[src/rtl/stopwatch_pkg.sv]
// Shared types and constants for the MM:SS BCD stopwatch.
package stopwatch_pkg;

    typedef enum logic [1:0] {
        ST_IDLE  = 2'd0,
        ST_RUN   = 2'd1,
        ST_PAUSE = 2'd2
    } state_t;

    typedef logic [3:0] bcd_t;

    typedef struct packed {
        bcd_t min_tens;
        bcd_t min_ones;
        bcd_t sec_tens;
        bcd_t sec_ones;
    } mmss_t;

    localparam bcd_t SEC_ONES_MAX = 4'd9;
    localparam bcd_t SEC_TENS_MAX = 4'd5;
    localparam bcd_t BCD_DIGIT_MAX = 4'd9;

endpackage

[src/rtl/sync_edge_detect.sv]
// Synchronizes the slow square wave into clk and emits a one-cycle tick per rise.
module sync_edge_detect #(
    parameter int SYNC_STAGES = 2
) (
    input  logic clk,
    input  logic reset,
    input  logic slow_in,
    output logic tick
);

    logic [SYNC_STAGES-1:0] r_sync;
    logic [1:0]             r_edge;
    logic [SYNC_STAGES:0]   vld_pipe;
    logic                   r_armed;
    logic                   r_tick;

    // vld_pipe marks when r_edge[0] holds a real sample; r_armed waits for a
    // genuine low so a level already high at reset release is not a rise.
    always_ff @(posedge clk or posedge reset) begin
        if (reset) begin
            r_sync   <= '0;
            r_edge   <= '0;
            vld_pipe <= '0;
            r_armed  <= 1'b0;
            r_tick   <= 1'b0;
        end else begin
            r_sync   <= {r_sync[SYNC_STAGES-2:0], slow_in};
            r_edge   <= {r_edge[0], r_sync[SYNC_STAGES-1]};
            vld_pipe <= {vld_pipe[SYNC_STAGES-1:0], 1'b1};
            if (vld_pipe[SYNC_STAGES] && !r_edge[0])
                r_armed <= 1'b1;
            r_tick   <= r_armed & r_edge[0] & ~r_edge[1];
        end
    end

    assign tick = r_tick;

endmodule

[src/rtl/stopwatch_bcd.sv]
// MM:SS BCD stopwatch: start/stop/clear FSM gating synchronized ticks into digit counters.
// Optional lap display freeze is built when STOPWATCH_LAP_EN is defined.
module stopwatch_bcd
    import stopwatch_pkg::*;
#(
    parameter int SYNC_STAGES = 2,
    parameter int MAX_MINUTES = 59
) (
    input  logic       clk,
    input  logic       reset,
    input  logic       slow_in,
    input  logic       start_stop,
    input  logic       clear,
    input  logic       lap,
    output logic [3:0] sec_ones,
    output logic [3:0] sec_tens,
    output logic [3:0] min_ones,
    output logic [3:0] min_tens,
    output logic       running,
    output logic       rollover,
    output logic       lap_active
);

    localparam bcd_t MIN_TENS_MAX = bcd_t'(MAX_MINUTES / 10);
    localparam bcd_t MIN_ONES_MAX = bcd_t'(MAX_MINUTES % 10);

    logic   w_tick;
    logic   w_count;
    logic   w_so_wrap;
    logic   w_sec_wrap;
    logic   w_mo_wrap;
    logic   w_min_wrap;
    mmss_t  w_disp;
    state_t r_state;
    logic   r_running;
    logic   r_rollover;
    mmss_t  r_cnt;

    sync_edge_detect #(
        .SYNC_STAGES(SYNC_STAGES)
    ) u_sync (
        .clk    (clk),
        .reset  (reset),
        .slow_in(slow_in),
        .tick   (w_tick)
    );

    assign w_count    = w_tick && (r_state == ST_RUN) && !clear;
    assign w_so_wrap  = (r_cnt.sec_ones == SEC_ONES_MAX);
    assign w_sec_wrap = w_so_wrap && (r_cnt.sec_tens == SEC_TENS_MAX);
    assign w_mo_wrap  = (r_cnt.min_ones == BCD_DIGIT_MAX);
    assign w_min_wrap = (r_cnt.min_tens == MIN_TENS_MAX) && (r_cnt.min_ones == MIN_ONES_MAX);

    always_ff @(posedge clk or posedge reset) begin
        if (reset) begin
            r_state   <= ST_IDLE;
            r_running <= 1'b0;
        end else if (clear) begin
            r_state   <= ST_IDLE;
            r_running <= 1'b0;
        end else if (start_stop) begin
            case (r_state)
                ST_IDLE:  begin r_state <= ST_RUN;   r_running <= 1'b1; end
                ST_RUN:   begin r_state <= ST_PAUSE; r_running <= 1'b0; end
                ST_PAUSE: begin r_state <= ST_RUN;   r_running <= 1'b1; end
                default:  begin r_state <= ST_IDLE;  r_running <= 1'b0; end
            endcase
        end
    end

    // Each digit carries into the next only at its own terminal value.
    always_ff @(posedge clk or posedge reset) begin
        if (reset) begin
            r_cnt      <= '0;
            r_rollover <= 1'b0;
        end else begin
            r_rollover <= w_count && w_sec_wrap && w_min_wrap;
            if (clear) begin
                r_cnt <= '0;
            end else if (w_count) begin
                if (!w_so_wrap) begin
                    r_cnt.sec_ones <= r_cnt.sec_ones + 4'd1;
                end else begin
                    r_cnt.sec_ones <= '0;
                    if (!w_sec_wrap) begin
                        r_cnt.sec_tens <= r_cnt.sec_tens + 4'd1;
                    end else begin
                        r_cnt.sec_tens <= '0;
                        if (w_min_wrap) begin
                            r_cnt.min_ones <= '0;
                            r_cnt.min_tens <= '0;
                        end else if (w_mo_wrap) begin
                            r_cnt.min_ones <= '0;
                            r_cnt.min_tens <= r_cnt.min_tens + 4'd1;
                        end else begin
                            r_cnt.min_ones <= r_cnt.min_ones + 4'd1;
                        end
                    end
                end
            end
        end
    end

`ifdef STOPWATCH_LAP_EN
    logic  r_lap_active;
    mmss_t r_cap;

    // Capture the pre-update count on the freeze edge; counting continues underneath.
    always_ff @(posedge clk or posedge reset) begin
        if (reset) begin
            r_lap_active <= 1'b0;
            r_cap        <= '0;
        end else if (clear) begin
            r_lap_active <= 1'b0;
        end else if (lap && (r_state == ST_RUN)) begin
            r_lap_active <= !r_lap_active;
            if (!r_lap_active)
                r_cap <= r_cnt;
        end
    end

    assign w_disp     = r_lap_active ? r_cap : r_cnt;
    assign lap_active = r_lap_active;
`else
    logic w_unused_lap;
    assign w_unused_lap = lap;
    assign w_disp       = r_cnt;
    assign lap_active   = 1'b0;
`endif

    assign sec_ones = w_disp.sec_ones;
    assign sec_tens = w_disp.sec_tens;
    assign min_ones = w_disp.min_ones;
    assign min_tens = w_disp.min_tens;
    assign running  = r_running;
    assign rollover = r_rollover;

endmodule
[config.mk]
export PLATFORM = sky130hd
export DESIGN_NAME = stopwatch_bcd
export DESIGN_NICKNAME = d
export VERILOG_FILES = /design/src/rtl/stopwatch_pkg.sv /design/src/rtl/sync_edge_detect.sv /design/src/rtl/stopwatch_bcd.sv
export SDC_FILE = /design/constraint.sdc
export NUM_CORES = 1
export LEC_CHECK = 0
export ABC_AREA = 1
export CORE_ASPECT_RATIO = 2
export CORE_MARGIN = 3
export CORE_UTILIZATION = 40
export CTS_BUF_LIST = sky130_fd_sc_hd__clkbuf_4 sky130_fd_sc_hd__clkbuf_8
export DETAILED_ROUTE_END_ITERATION = 8
export HOLD_SLACK_MARGIN = 0.15
export PLACE_DENSITY = 0.67
export SETUP_SLACK_MARGIN = 0.02
export SLEW_MARGIN = 20
export SYNTH_ARGS = -nofsm -noshare
export SYNTH_HDL_FRONTEND = slang
export SYNTH_SLANG_ARGS = --single-unit
[constraint.sdc]
create_clock -name clk -period 1.6 [get_ports clk]
set_input_delay 0.4 -clock clk [delete_from_list [all_inputs] [get_ports clk]]
set_output_delay 0.4 -clock clk [all_outputs]
set_load 0.1 [all_outputs]
==> flow_metrics.py <==
metrics = {
    "place": {
        "port-buffer-count": 22,
        "dp_slack_ns": -0.03239,
        "gp_congestion": 0.8314,
        "post-dp-hpwl_um": 2243,
        "place_inst": 213,
    },
    "yosys": {
        "ys.flop_type": "dfrtp_1",
        "synth_cells": 158,
        "synth-edff-count": 0,
        "ys_async_sr_fraction_pct": 100.0,
        "avgSynthCellArea_um2": 8.917,
        "ys_types": 24,
        "ys_ff_latch": 28,
        "synthesis.area_um2": 1409,
        "ys_seq_area_share_pct": 49.73,
        "yosys_warnings": 0,
        "syn_nets": 172,
    },
    "cts": {
        "cts_tree": "done",
        "htreeDepth": 1,
        "cts_buffer_depth": 2,
        "clock_latency_ns": 0.27,
        "clock-sinks": 28,
        "root_buffer": "clkbuf_8",
        "hold_buffers": 0,
        "numCtsBuffers": 3,
        "clkSlewWorstSetupHoldPaths_ns": 0.09,
    },
    "layout": {
        "drive_above_1_share_pct": 35.29,
        "syn_to_final_growth_pct": 42.36,
        "nets": 202,
        "instances_no_fill": 218,
        "fillers": 270,
        "diodes": 0,
    },
    "timing": {
        "rsz0062_at_grt": "no",
        "setup_viol_count_final": 0,
        "max_freq_mhz": 681.2,
        "fin_ws_ns": 0.1321,
        "fin_crit_sh_pct": 91.74,
        "hold_slack_ns": 0.3536,
        "fin_setup_tns_ns": 0,
        "hold_violations": 0,
        "clock_skew_ns": 0.004158,
        "finalCriticalPeriod_ns": 1.468,
        "finalMaxSlewViolations": 0,
    },
    "setup_path": {
        "startpoint_type": "flop",
        "worstPathRequired_ns": 1.77,
        "cp-end-kind": "flop",
        "reg2regPathDepth": 7,
        "crit_fanout": 5,
        "critPathArrivalTime_ns": 1.63,
        "crit_type": "flop to flop",
    },
    "power_and_ir_drop": {
        "pwr_density_cell_nw_per_um2": 1511,
        "p_leak_nw": 0.9122,
        "ir_worst_vdd_uv": 1381,
    },
    "route": {
        "postRouteAntennaNets": 0,
        "post_drt_wl_per_cell_um": 13.39,
        "num_vias": 1149,
        "dr.pass1.iters": 4,
        "routed_wl_um": 2919,
        "drt-initial-drc-count": 37,
        "viasPerCell": 5.271,
        "drc": 0,
    },
    "global_route": {
        "antenna_found_initial": 0,
        "grt_pass1_vias": 1182,
        "grt_max_degree": 29,
        "grt_usage_pct": 15.20,
        "overflow": 0,
        "grt_pass1_wl_um": 4974,
    },
    "status": {
        "status": "completed",
    },
    "floorplan": {
        "initial_utilization_pct": 43.14,
        "coreArea_um2": 3266,
        "die_w_um": 47.97,
        "die_y_um": 89.93,
        "rows": 29,
        "ios": 25,
        "dieArea_um2": 4313,
    },
    "flow_run": {
        "drv_cap": 0,
    },
    "min_path": {
        "hp-class": "flop to flop",
        "hold_depth": 0,
    },
}
-- final timing paths --
| kind | startpoint | slack (ns) | endpoint |
|---|---|---|---|
| setup reg to reg | min_ones[1] | 0.13 | min_tens[2] |
| setup / recovery | min_ones[1] | 0.13 | min_tens[2] |
| hold reg to reg | u_sync.vld_pipe[0] | 0.35 | u_sync.vld_pipe[1] |
| min in group asynchronous | reset | 0.48 | u_sync.r_edge[0] |
| hold / removal | u_sync.vld_pipe[0] | 0.35 | u_sync.vld_pipe[1] |
| max in group asynchronous | reset | 0.83 | sec_ones[0] |
-- timing repair --
action	4_1_cts	5_1_grt
buffers inserted	0	1
gates resized for setup	0	10
setup endpoints to repair	0	9
-- cell families after synthesis --
logic type | count (synthesis) | share of synthesized area (%)
DFF | 28 | 49.73
AOI/OAI and AO/OA | 15 | 6.572
adders and majority gates | 8 | 7.105
buffers and inverters | 19 | 5.595
xor gates and xnor gates | 4 | 2.487
and+or+nand+nor | 82 | 27.97
other | 2 | 0.5331
-- critical path: stages, from the launching register on --
cell and delay (ns):
dfrtp_4 0.52, inv_1 0.08, ha_1 0.17, nand2_2 0.10, o21ai_4 0.22, nand3_2 0.13, nand2_1 0.08, nand2_1 0.06
-- through the flow --
stage	total power, mW	cell area (um2)	util (%)
final	3.031	2006	61.42
after global routing	3.170	2006	61.42
after CTS	3.031	1951	59.73
after detailed placement	2.598	1896	58.05
after global placement	2.552	1896	58.05
after floorplan	2.006	1441	-
-- final cells by class --
cell class | count | area, um2 | area share (%)
inverters | 17 | 63.81 | 3.182
repair buffers | 27 | 437.9 | 21.83
flip-flops and latches | 28 | 733.2 | 36.56
well taps | 31 | 38.79 | 1.934
multi-input cells | 111 | 676.9 | 33.75
clock buffers | 4 | 55.05 | 2.745
-- cell usage after synthesis (all sizes together) (3+ instances only) --
| library cell | n | share of area [%] |
|---|---|---|
| inv | 17 | 4.5 |
| a21oi | 5 | 1.8 |
| ha | 8 | 7.1 |
| xor2 | 3 | 1.9 |
| nor2 | 14 | 4.4 |
| dfrtp | 28 | 50 |
| nand3 | 18 | 7.8 |
| nand4 | 4 | 1.8 |
| o21ai | 8 | 3.9 |
| nand2 | 42 | 12 |
| nor3 | 3 | 1.1 |
-- cells in the final DEF (no fill, tap or decap) --
cell type,n
nand4_1,4
nor2_1,10
nor2_2,1
buf_4,5
nand3_2,3
o21ai_0,2
dfrtp_2,11
inv_2,4
dfrtp_1,12
xor2_1,3
ha_1,7
nor2_4,3
nand2_2,6
nand2_1,35
ha_4,1
o22ai_1,2
clkbuf_8,4
nand2_4,1
inv_1,13
clkdlybuf4s50_1,4
a21oi_1,5
buf_12,18
conb_1,2
nand3_4,1
nand3_1,14
xnor2_1,1
o21ai_4,2
o21ai_1,4
dfrtp_4,5
nor3_1,3
or2_2,1
-- report_power, final --
part	switching, mW	internal (mW)	total, mW
registers	0.233	0.843	1.08
logic	0.990	0.533	1.52
clock network	0.213	0.220	0.433
-- flip-flops by register name, summed over array words and instances, names as in the netlist, 2 cells and up --
signal,flops
r_state,2
u_sync.r_edge,2
u_sync.vld_pipe,3
u_sync.r_sync,2
sec_tens,4
min_tens,4
min_ones,4
sec_ones,4
-- layer usage --
layer / vias up / wire (um) / track usage (%)
met3: 8 / 86 / 2.200
met5: - / 0 / 0
met4: 0 / 72 / 6.742
li1: 560 / - / -
met2: 26 / 1657 / 25.22
met1: 555 / 1102 / 18.05
Power figures use the tool's default switching activity.
